## src/rtl/or_perceptron_trainer.sv

```systemverilog
// ---------------------------------------------------------------------------
// or_perceptron_trainer
//   Trains a 2-input perceptron to reproduce the OR truth table. Each epoch
//   sweeps the samples (x1,x2) = 00,01,10,11. An internal or_gate provides
//   the target label. On a wrong prediction the weights and bias take one
//   saturating step of size LR toward the target. Training stops after the
//   first epoch with zero errors, or once MAX_EPOCH epochs have run.
//
//   Handshake: start is a single-cycle request. It is accepted only in IDLE
//   or DONE; while busy is high, start is ignored. done is a level that
//   stays high in DONE until the next accepted start or rst. converged
//   qualifies done.
//
// Ports
//   clk, rst            rising-edge clock, synchronous active-high reset
//   start               training request
//   w1_init, w2_init,   signed initial weights and bias, captured in LOAD
//   b_init
//   busy                high in LOAD/EVAL/UPDATE/EPOCH_END
//   done, converged     finished; converged=1 means a zero-error epoch
//   w1, w2, b           live signed weights and bias
//   epoch               current epoch index (0-based)
//   err_cnt             error count of the last completed epoch
//   dbg_state_o         FSM state encoding, for observation only
// ---------------------------------------------------------------------------
module or_perceptron_trainer #(
   parameter int W         = 8,
   parameter int LR        = 1,
   parameter int MAX_EPOCH = 15
) (
   input  logic                clk,
   input  logic                rst,
   input  logic                start,
   input  logic signed [W-1:0] w1_init,
   input  logic signed [W-1:0] w2_init,
   input  logic signed [W-1:0] b_init,
   output logic                busy,
   output logic                done,
   output logic                converged,
   output logic signed [W-1:0] w1,
   output logic signed [W-1:0] w2,
   output logic signed [W-1:0] b,
   output logic [3:0]          epoch,
   output logic [2:0]          err_cnt,
   output logic [2:0]          dbg_state_o
);

   typedef enum logic [2:0] {
      S_IDLE      = 3'd0,
      S_LOAD      = 3'd1,
      S_EVAL      = 3'd2,
      S_UPDATE    = 3'd3,
      S_EPOCH_END = 3'd4,
      S_DONE      = 3'd5
   } state_t;

   // Arithmetic is done two bits wider than the weights. The sum of three
   // W-bit signed terms always fits in that width, so it cannot overflow.
   localparam logic signed [W+1:0] LR_S = (W+2)'(LR);
   localparam logic signed [W+1:0] MAXV = (W+2)'((2 ** (W-1)) - 1);
   localparam logic signed [W+1:0] MINV = ~MAXV;

   function automatic logic signed [W-1:0] sat(input logic signed [W+1:0] v);
      if (v > MAXV)      return MAXV[W-1:0];
      else if (v < MINV) return MINV[W-1:0];
      else               return v[W-1:0];
   endfunction

   state_t              state_q, state_d;
   logic signed [W-1:0] w1_q, w1_d, w2_q, w2_d, b_q, b_d;
   logic [3:0]          epoch_q, epoch_d;
   logic [2:0]          err_q, err_d;
   logic [2:0]          run_q, run_d;       // errors in the epoch in progress
   logic [1:0]          idx_q, idx_d;       // sample index, bits = {x1,x2}
   logic                y_q, y_d, t_q, t_d;
   logic                done_q, done_d, conv_q, conv_d;

   logic                x1, x2, t_w, y_w;
   logic signed [W+1:0] w1_x, w2_x, b_x, sum, step;
   logic signed [W-1:0] w1_upd, w2_upd, b_upd;

   assign x1 = idx_q[1];
   assign x2 = idx_q[0];

   or_gate u_teacher (
      .a_i (x1),
      .b_i (x2),
      .y_o (t_w)
   );

   always_comb begin
      w1_x   = {{2{w1_q[W-1]}}, w1_q};
      w2_x   = {{2{w2_q[W-1]}}, w2_q};
      b_x    = {{2{b_q[W-1]}}, b_q};
      sum    = b_x + (x1 ? w1_x : '0) + (x2 ? w2_x : '0);
      y_w    = ~sum[W+1];
      // The error term d = t - y is +1 when the target is 1, and -1 otherwise.
      step   = t_q ? LR_S : -LR_S;
      w1_upd = sat(w1_x + step);
      w2_upd = sat(w2_x + step);
      b_upd  = sat(b_x + step);
   end

   always_comb begin
      state_d = state_q;
      w1_d    = w1_q;
      w2_d    = w2_q;
      b_d     = b_q;
      epoch_d = epoch_q;
      err_d   = err_q;
      run_d   = run_q;
      idx_d   = idx_q;
      y_d     = y_q;
      t_d     = t_q;
      done_d  = done_q;
      conv_d  = conv_q;
      case (state_q)
         S_IDLE, S_DONE: begin
            if (start) begin
               state_d = S_LOAD;
               done_d  = 1'b0;
               conv_d  = 1'b0;
               run_d   = '0;
               epoch_d = '0;
               idx_d   = '0;
            end
         end
         S_LOAD: begin
            w1_d    = w1_init;
            w2_d    = w2_init;
            b_d     = b_init;
            state_d = S_EVAL;
         end
         S_EVAL: begin
            y_d     = y_w;
            t_d     = t_w;
            state_d = S_UPDATE;
         end
         S_UPDATE: begin
            if (y_q != t_q) begin
               if (x1) w1_d = w1_upd;
               if (x2) w2_d = w2_upd;
               b_d   = b_upd;
               run_d = run_q + 3'd1;
            end
            if (idx_q == 2'd3) begin
               state_d = S_EPOCH_END;
            end else begin
               idx_d   = idx_q + 2'd1;
               state_d = S_EVAL;
            end
         end
         S_EPOCH_END: begin
            err_d = run_q;
            run_d = '0;
            if (run_q == 3'd0) begin
               state_d = S_DONE;
               done_d  = 1'b1;
               conv_d  = 1'b1;
            end else if (epoch_q == 4'(MAX_EPOCH - 1)) begin
               state_d = S_DONE;
               done_d  = 1'b1;
               conv_d  = 1'b0;
            end else begin
               epoch_d = epoch_q + 4'd1;
               idx_d   = '0;
               state_d = S_EVAL;
            end
         end
         default: state_d = S_IDLE;
      endcase
   end

   always_ff @(posedge clk) begin
      if (rst) begin
         state_q <= S_IDLE;
         w1_q    <= '0;
         w2_q    <= '0;
         b_q     <= '0;
         epoch_q <= '0;
         err_q   <= '0;
         run_q   <= '0;
         idx_q   <= '0;
         y_q     <= 1'b0;
         t_q     <= 1'b0;
         done_q  <= 1'b0;
         conv_q  <= 1'b0;
      end else begin
         state_q <= state_d;
         w1_q    <= w1_d;
         w2_q    <= w2_d;
         b_q     <= b_d;
         epoch_q <= epoch_d;
         err_q   <= err_d;
         run_q   <= run_d;
         idx_q   <= idx_d;
         y_q     <= y_d;
         t_q     <= t_d;
         done_q  <= done_d;
         conv_q  <= conv_d;
      end
   end

   assign busy        = (state_q == S_LOAD) || (state_q == S_EVAL) ||
                        (state_q == S_UPDATE) || (state_q == S_EPOCH_END);
   assign done        = done_q;
   assign converged   = conv_q;
   assign w1          = w1_q;
   assign w2          = w2_q;
   assign b           = b_q;
   assign epoch       = epoch_q;
   assign err_cnt     = err_q;
   assign dbg_state_o = state_q;

endmodule

// ---------------------------------------------------------------------------
// or_gate
//   The teacher: returns the OR of two bits.
// Ports
//   a_i, b_i   inputs
//   y_o        a_i | b_i
// ---------------------------------------------------------------------------
module or_gate (
   input  logic a_i,
   input  logic b_i,
   output logic y_o
);
   assign y_o = a_i | b_i;
endmodule

```

## config.mk

```make
export PLATFORM = sky130hd
export DESIGN_NAME = or_perceptron_trainer
export DESIGN_NICKNAME = d
export VERILOG_FILES = /design/src/rtl/or_perceptron_trainer.sv
export SDC_FILE = /design/constraint.sdc
export NUM_CORES = 1
export LEC_CHECK = 0
export ABC_AREA = 0
export BUFFER_PORTS_ARGS = -buffer_cell sky130_fd_sc_hd__buf_2
export CORE_ASPECT_RATIO = 0.8
export CORE_MARGIN = 5
export CORE_UTILIZATION = 52
export CTS_BUF_LIST = sky130_fd_sc_hd__clkbuf_4 sky130_fd_sc_hd__clkbuf_8 sky130_fd_sc_hd__clkbuf_16
export DETAILED_ROUTE_END_ITERATION = 8
export PLACE_DENSITY = 0.78
export SYNTH_ARGS = -nofsm -noshare
export SYNTH_HDL_FRONTEND = slang
export SYNTH_SLANG_ARGS = --single-unit
```

## constraint.sdc

```tcl
create_clock -name clk -period 2.5 [get_ports clk]
set_input_delay 0.375 -clock clk [delete_from_list [all_inputs] [get_ports clk]]
set_output_delay 0.375 -clock clk [all_outputs]
set_load 0.005 [all_outputs]
```

==> key figures, run 1 <==
Synth
  – Cells after Synth: 474
  – Biggest area consumer among synthesized cells: dfxtp_1
  – Yosys top cell area share: 22.5%
  – Syn Area/Cell: between 8 and 9 um^2
  – Distinct cells, synth: between 60 and 70
  – Syn. warnings: 0
  – Sequential fraction of the synthesis area: 22.5%
  – Predominant post-synthesis flop cell: dfxtp_1
  – Post-Syn Area: approximately 3800 um^2
  – #FFs+latches synth: between 40 and 50
  – Mapped Nets: about 550
  – EDFF count, synth: 0
  – Top cells by area, synth: dfxtp_1 22%, ha_1 11%, fa_1 5.2%
  – Post-synthesis async set-or-reset flop share: 0%

Detailed routing
  – Wire per inst: 18.6 um
  – Via-to-Cell Ratio: roughly 6.2
  – Number of remaining DRC errors: 0
  – Via count: 4165
  – DR iter-0 viols: 399
  – Routed WL: 12400 um
  – DRT Pass-1 Iters: 4
  – DRT antenna net count: 0

Clocking
  – CTS Root Cell: clkbuf_8
  – Max clock buf depth: 2
  – Clk slew on worst S/H paths: 80 ps
  – Num CTS Buffers: 5
  – H-tree Lvls: 2
  – CTS tree: built
  – Worst-skew pair later-pin latency: approximately 310 ps
  – Sinks on Clock Net: 43

Power
  – Peak supply drop: 0.000321 V
  – PD cells: about 520 nW/um^2
  – Tot Pwr: approximately 2.6 mW
  – LEAKAGE: 2.13 nW

Worst setup path
  – Worst reg2reg path startpoint: t_q
  – CP Max Fanout: 7
  – Critical Path End Type: register
  – CP Class: register to register
  – Worst setup startpoint: t_q
  – Reg2reg setup slack: -30 ps
  – Data required time of the worst path: between 2000 and 3000 ps
  – Critical Path Sink: w2[1]
  – Worst setup SP type: register
  – Reg-to-reg endpoint: w2[1]
  – R2R depth: 9
  – Critical path arrival: around 2800 ps

STA
  – Unrepaired setup endpoints after global routing: yes
  – Fmax: 0.395 GHz
  – Fin. Hold Viols: 0
  – # setup viols final: 5
  – Min Tclk post-route: ~2500 ps
  – Max Slew Vio Count: 0
  – Period utilization: 101%
  – Relative slew slack: between 60% and 70%
  – Actual slew at the worst max-slew pin: 525 ps
  – Setup Skew: ~14 ps
  – Setup total negative slack: -71.6 ps
  – Setup slack after layout: -33.6 ps

Cells and area
  – Final nets: ~650
  – Fin cells: 668
  – Post-layout util: around 70%
  – Area Growth Syn to Fin: 32.5%
  – Fillcell total: 551
  – Multi-input logic area: 3160 um^2
  – # diodes: 0
  – Flip-flop and latch area: 872 um^2
  – Fraction of layout cells with a size suffix above 1: 32.7%

Global routing
  – Largest net degree at the start of global routing: 23
  – Via count of the first global-routing pass: 3817
  – Met1 usage in global routing: 34.6%
  – Global Route Usage Sum: between 20% and 30%
  – Initial antenna violation count: 0
  – Layer with the highest usage: met2
  – M3 GR Usage: a little over 6%
  – Remaining global-route overflow: 0
  – Met2 usage: 39.5%
  – First-pass GRT wire length: about 19000 um

Floorplanning
  – # rows: 28
  – Die Width: roughly 110 um
  – Starting Density: 52.6%
  – Die height: 86.8 um
  – Core ar.: about 7300 um^2
  – I/O pin cnt: between 60 and 70
  – Die ar.: around 9000 um^2

Outcome
  – Failing checks: negative setup slack
  – Status: complete, but fails checks

Worst hold path
  – Hold crit path type: input pin to register

Placed design
  – Buffers on Ports: 63
  – Placed cells: between 600 and 700
  – Hpwl dp: approximately 8800 um
  – Routability congestion estimate: ~0.93

Flow run
  – Max-Cap Viols: 0
-- sequential cells by signal, indices dropped and copies added (netlist names) --
signal       flops
w1               8
dbg_state_o      3
w2               8
done             1
idx_q            2
t_q              1
err_cnt          3
run_q            3
y_q              1
b                8
converged        1
epoch            4
-- final cells by class --
type | instances | area share (%)
flip-flops and latches | 43 | 17.2
repair buffers | 114 | 14.5
multi-input cells | 391 | 62.3
well taps | 90 | 2.22
clock buffers | 8 | 2.05
inverters | 22 | 1.70
-- cell families after synthesis --
kind of cell             Yosys count  synth area share (%)
flip-flops                        43                  22.5
buffers and inverters             40                  4.12
multiplexers                       1                 0.261
XOR/XNOR                          12                  2.74
AND/OR/NAND/NOR                  167                  21.7
adder cells (fa/ha/maj)           45                  16.7
AO/OA/AOI/OAI                    166                  32.0
-- worst max-delay path: stages (launching register included) --
cell,delay (ps)
dfxtp_4,370
clkinvlp_4,150
buf_12,170
ha_4,220
nor2b_4,130
o31a_1,360
o311a_4,340
o211a_4,290
or2_0,210
a311oi_1,200
-- routing by layer --
layer  part of all wire, %  vias up
met4                   2.0        0
met5                     0        -
met3                   9.3       21
met1                    43     1952
li1                      -     1971
met2                    46      221
-- power breakdown --
group	switching [mW]	internal, mW	leakage, nW
clock network	0.259	0.264	0.0549
logic	0.719	0.628	1.72
registers	0.0550	0.721	0.353
total	1.03	1.61	2.13
-- cells in the final DEF (no fill, tap or decap), drive strengths merged, types with 5 or more instances in the layout --
cell type and n:
dfxtp 43, o21ai 28, or2 5, clkbuf 8, nand2 43, nor2b 11
a21oi 33, ha 35, xnor2 8, nor3 12, inv 20, or3 6
and2 14, fa 10, buf 114, a311oi 6, a32oi 5, o21a 13
a21o 5, nor2 49, nand2b 6, o211ai 6, a31oi 6, o32ai 7
o311ai 5, a211oi 7, nor4 5
-- worst min-delay path by stage --
stage,start,end,slack (ps),cells past startpoint
final,b_init[4],b[4],320,3
after global routing,b_init[3],b[3],320,3
after CTS,b_init[4],b[4],310,3
after detailed placement,err_cnt[0],err_cnt[0],450,2
after global placement,err_cnt[1],err_cnt[1],440,2
after floorplan,run_q[1],err_cnt[1],450,2
-- metrics by stage --
| step | area (um^2) | setup WS, ps | hold slack, ps |
|---|---|---|---|
| 6_report | 5070 | -33.6 | 319 |
| 5_1_grt | 5070 | -116 | 323 |
| 4_1_cts | 4710 | -52.9 | 311 |
| 3_5_place_dp | 4520 | -94.4 | 446 |
| 3_3_place_gp | 4520 | 30.1 | 443 |
| 2_1_floorplan | 3880 | -59.2 | 449 |
-- synth_stat cells, types with 7 or more instances --
library cell   n
ha_1          35
o32ai_1        7
fa_1          10
nand2_1       43
xnor2_1        8
and2_1        14
o21ai_0       26
nor3_1        11
dfxtp_1       43
clkbuf_1      11
a21oi_1       32
nor2b_1       10
o21a_1        13
inv_1         21
nor2_1        49
-- timing repair --
action,in CTS,in global routing
buffers inserted,5,9
hold endpoints to repair,0,0
hold buffers,0,0
endpoints found under the setup margin,7,22
pin swaps,5,19
resized for setup,8,59
gates cloned,0,0
Power figures use the tool's default switching activity.
==> run 2: changes to the inputs <==
--- a/config.mk
+++ b/config.mk
@@ -9,10 +9,10 @@
 export BUFFER_PORTS_ARGS = -buffer_cell sky130_fd_sc_hd__buf_2
 export CORE_ASPECT_RATIO = 0.8
 export CORE_MARGIN = 5
-export CORE_UTILIZATION = 52
+export CORE_UTILIZATION = 58
 export CTS_BUF_LIST = sky130_fd_sc_hd__clkbuf_4 sky130_fd_sc_hd__clkbuf_8 sky130_fd_sc_hd__clkbuf_16
 export DETAILED_ROUTE_END_ITERATION = 8
-export PLACE_DENSITY = 0.78
+export PLACE_DENSITY = 0.82
 export SYNTH_ARGS = -nofsm -noshare
 export SYNTH_HDL_FRONTEND = slang
 export SYNTH_SLANG_ARGS = --single-unit
==> constraint.sdc (replaced) <==
create_clock -name clk -period 2.4 [get_ports clk]
set_input_delay 0.36 -clock clk [delete_from_list [all_inputs] [get_ports clk]]
set_output_delay 0.36 -clock clk [all_outputs]
set_load 0.005 [all_outputs]
==> run 2 against run 1 <==
Net effect:
- wire length is 17% higher
- combinational power is 16% higher
- sequential power is 3.1% higher
- hold slack worse by 18 ps
- highest routed layer unchanged
- the run ends with design-rule violations, negative setup slack left
- cell count is 3.4% higher
- critical path type unchanged
- clock skew is 1.8 ps lower
- sequential cell count stayed put
- core utilization is 13 points higher
- maximum frequency is 0.85% lower
==> key figures, run 2 (synthesis gave the netlist of run 1 again) <==
Worst hold path
  – Hold crit path type: input pin to register
  – Hold Path End: b[3]
  – Worst Hold Path Cells: 3 (unchanged)
  – Hold Startpoint: b_init[3]

Detailed routing
  – DR iter-0 viols: 383 (-4.0%)
  – Routed WL: 14500 um (+17%)
  – Wire per inst: 21.0 um (+13%)
  – Via-to-Cell Ratio: 6.78 (+8.7%)
  – Via count: 4683 (+12%)
  – Number of remaining DRC errors: 1 (+1)
  – DRT Pass-1 Iters: 8 (+4)
  – DRT antenna net count: 0 (unchanged)

Worst setup path
  – R2R depth: 9 (unchanged)
  – Critical Path End Type: register
  – Critical path arrival: 2830 ps (+80 ps)
  – Slowest cell on crit path: dfxtp_4
  – Worst setup startpoint: t_q
  – Max stage delay on crit path: 370 ps (about the same)
  – Worst setup SP type: register
  – Reg2reg setup slack: -160 ps (-120 ps)
  – Worst reg2reg path startpoint: t_q
  – Chain of cells forming the critical path: clkinvlp_4 > buf_6 > ha_4 > nor2b_4 > o31a_1 > o311a_4 > o211a_4 > a2111oi_1 > or3_1
  – Top delay family on crit path: compound AO/OA/AOI/OAI gates
  – Reg-to-reg endpoint: w2[4]
  – Data required time of the worst path: 2670 ps (-50 ps)
  – Worst Path Buf+Inv: 2 (unchanged)
  – CP Max Fanout: 7 (unchanged)
  – CP Class: register to register

Clocking
  – CTS Root Cell: clkbuf_8
  – H-tree Lvls: 2 (unchanged)
  – Sinks on Clock Net: 43 (unchanged)
  – Worst-skew pair later-pin latency: 320 ps (about the same)
  – CTS tree: built
  – Max clock buf depth: 2 (unchanged)
  – Clk slew on worst S/H paths: 110 ps (+30 ps)
  – CTS Hold Bufs: 0 (unchanged)
  – Num CTS Buffers: 5 (unchanged)

Placed design
  – Placed inst area: 4750 um^2 (+5.2%)
  – Routability congestion estimate: 0.954 (+2.1%)
  – Buffers on Ports: 63 (unchanged)
  – Hpwl dp: 9340 um (+6.5%)
  – Place WS: -143 ps (-48.3 ps)

Global routing
  – Initial antenna violation count: 0 (unchanged)
  – Global Route Usage Sum: 30.8% (+5.6 points)
  – Via count of the first global-routing pass: 4191 (+9.8%)
  – Remaining global-route overflow: 0 (unchanged)
  – First-pass GRT wire length: 20400 um (+9.2%)
  – Largest net degree at the start of global routing: 24 (+4.3%)

STA
  – # setup viols final: 21 (+16)
  – Setup slack after layout: -155 ps (-122 ps)
  – Min Tclk post-route: 2560 ps (+21.7 ps)
  – Fmax: 0.391 GHz (-0.85%)
  – Max Slew Vio Count: 0 (unchanged)
  – Relative slew slack: 61.3% (-3.6 points)
  – Setup total negative slack: -1790 ps (-1710 ps)
  – Fin. Hold Viols: 0 (unchanged)
  – Hold slack final: 300 ps (-18.2 ps)
  – Unrepaired setup endpoints after global routing: yes
  – Setup Skew: 12.0 ps (-1.83 ps)
  – Period utilization: 106% (+5.1 points)
  – Actual slew at the worst max-slew pin: 581 ps (+56.3 ps)

Cells and area
  – Post-Layout Inst Area: 5310 um^2 (+4.7%)
  – # diodes: 0 (unchanged)
  – Area Growth Syn to Fin: 38.7%
  – Most frequent cells in the layout: 72 x buf_4, 63 x buf_2, 47 x nor2_1
  – Most common cell after layout, fill and taps aside: buf_4
  – Final nets: 678 (+4.5%)
  – Fraction of layout cells with a size suffix above 1: 35.9% (+3.2 points)

Floorplanning
  – Starting Density: 59.8% (+7.2 points)
  – Core ar.: 6410 um^2 (-12%)
  – Die ar.: 8340 um^2 (-9.3%)
  – Die Width: 101 um (-4.8%)
  – I/O pin cnt: 64 (unchanged)
  – Die height: 82.7 um (-4.7%)
  – # rows: 26 (-7.1%)

Power
  – PD cells: 557 nW/um^2 (+6.8%)
  – Tot Pwr: 2.96 mW (+12%)
  – Peak supply drop: 0.000401 V (+25%)
  – LEAKAGE: 2.28 nW (+6.9%)

Outcome
  – Failing checks: design-rule violations, negative setup slack
  – Status: complete, but fails checks

Flow run
  – Max-Cap Viols: 0 (unchanged)
==> run 2: how the worst max path moves through the flow <==
stage,endpoint,cells past startpoint,slack (ps)
2_1_floorplan,w2[1],8,-160
3_3_place_gp,w1[0],9,-80
3_5_place_dp,w1[0],9,-140
4_1_cts,w1[0],9,-100
5_1_grt,b[3],9,-290
6_report,w2[4],9,-160
==> run 2: power by group <==
| group | switching [mW] | total, mW | leakage [nW] | internal [mW] |
|---|---|---|---|---|
| sequential | 0.0493 | 0.800 | 0.352 | 0.751 |
| clock | 0.314 | 0.589 | 0.0569 | 0.275 |
| combinational | 0.822 | 1.57 | 1.87 | 0.749 |
| total | 1.18 | 2.96 | 2.28 | 1.77 |
==> run 2: layer usage <==
| metal | track usage [%] | part of all wire [%] | up-vias |
|---|---|---|---|
| li1 | - | - | 2035 |
| met1 | 39.7 | 39 | 2219 |
| met2 | 52.2 | 46 | 345 |
| met3 | 6.05 | 11 | 84 |
| met4 | 9.42 | 4.9 | 0 |
| met5 | 0 | 0 | - |
==> run 2: area by class of cell <==
class	instances	area [um^2]
fill	381	1090
clock inverter	2	17.5
tap	84	105
sequential	43	870
inverter	22	86.3
clock buffer	6	93.8
timing repair buffer	143	946
multi-input combinational	391	3200
==> run 2: repair_timing <==
item                                   4_1_cts  5_1_grt
pin swaps                                    7       21
gates resized for setup                     25       53
cloned                                       0        0
setup endpoints to repair                   20       23
endpoints found under the hold margin        0        0
setup buffers                                5        5
==> run 2: stage by stage <==
stage                     util [%]  instances
final                         82.9        691
after CTS                     78.2        686
after detailed placement      74.2        673
after global routing          82.9        691
after global placement        74.2        673
after floorplan                  -        474
==> run 2: worst register-to-register path: stages (launching register included) <==
cell and delay [ps]:
dfxtp_4 370, clkinvlp_4 180, buf_6 200, ha_4 210
nor2b_4 130, o31a_1 310, o311a_4 350, o211a_4 280
a2111oi_1 330, or3_1 160
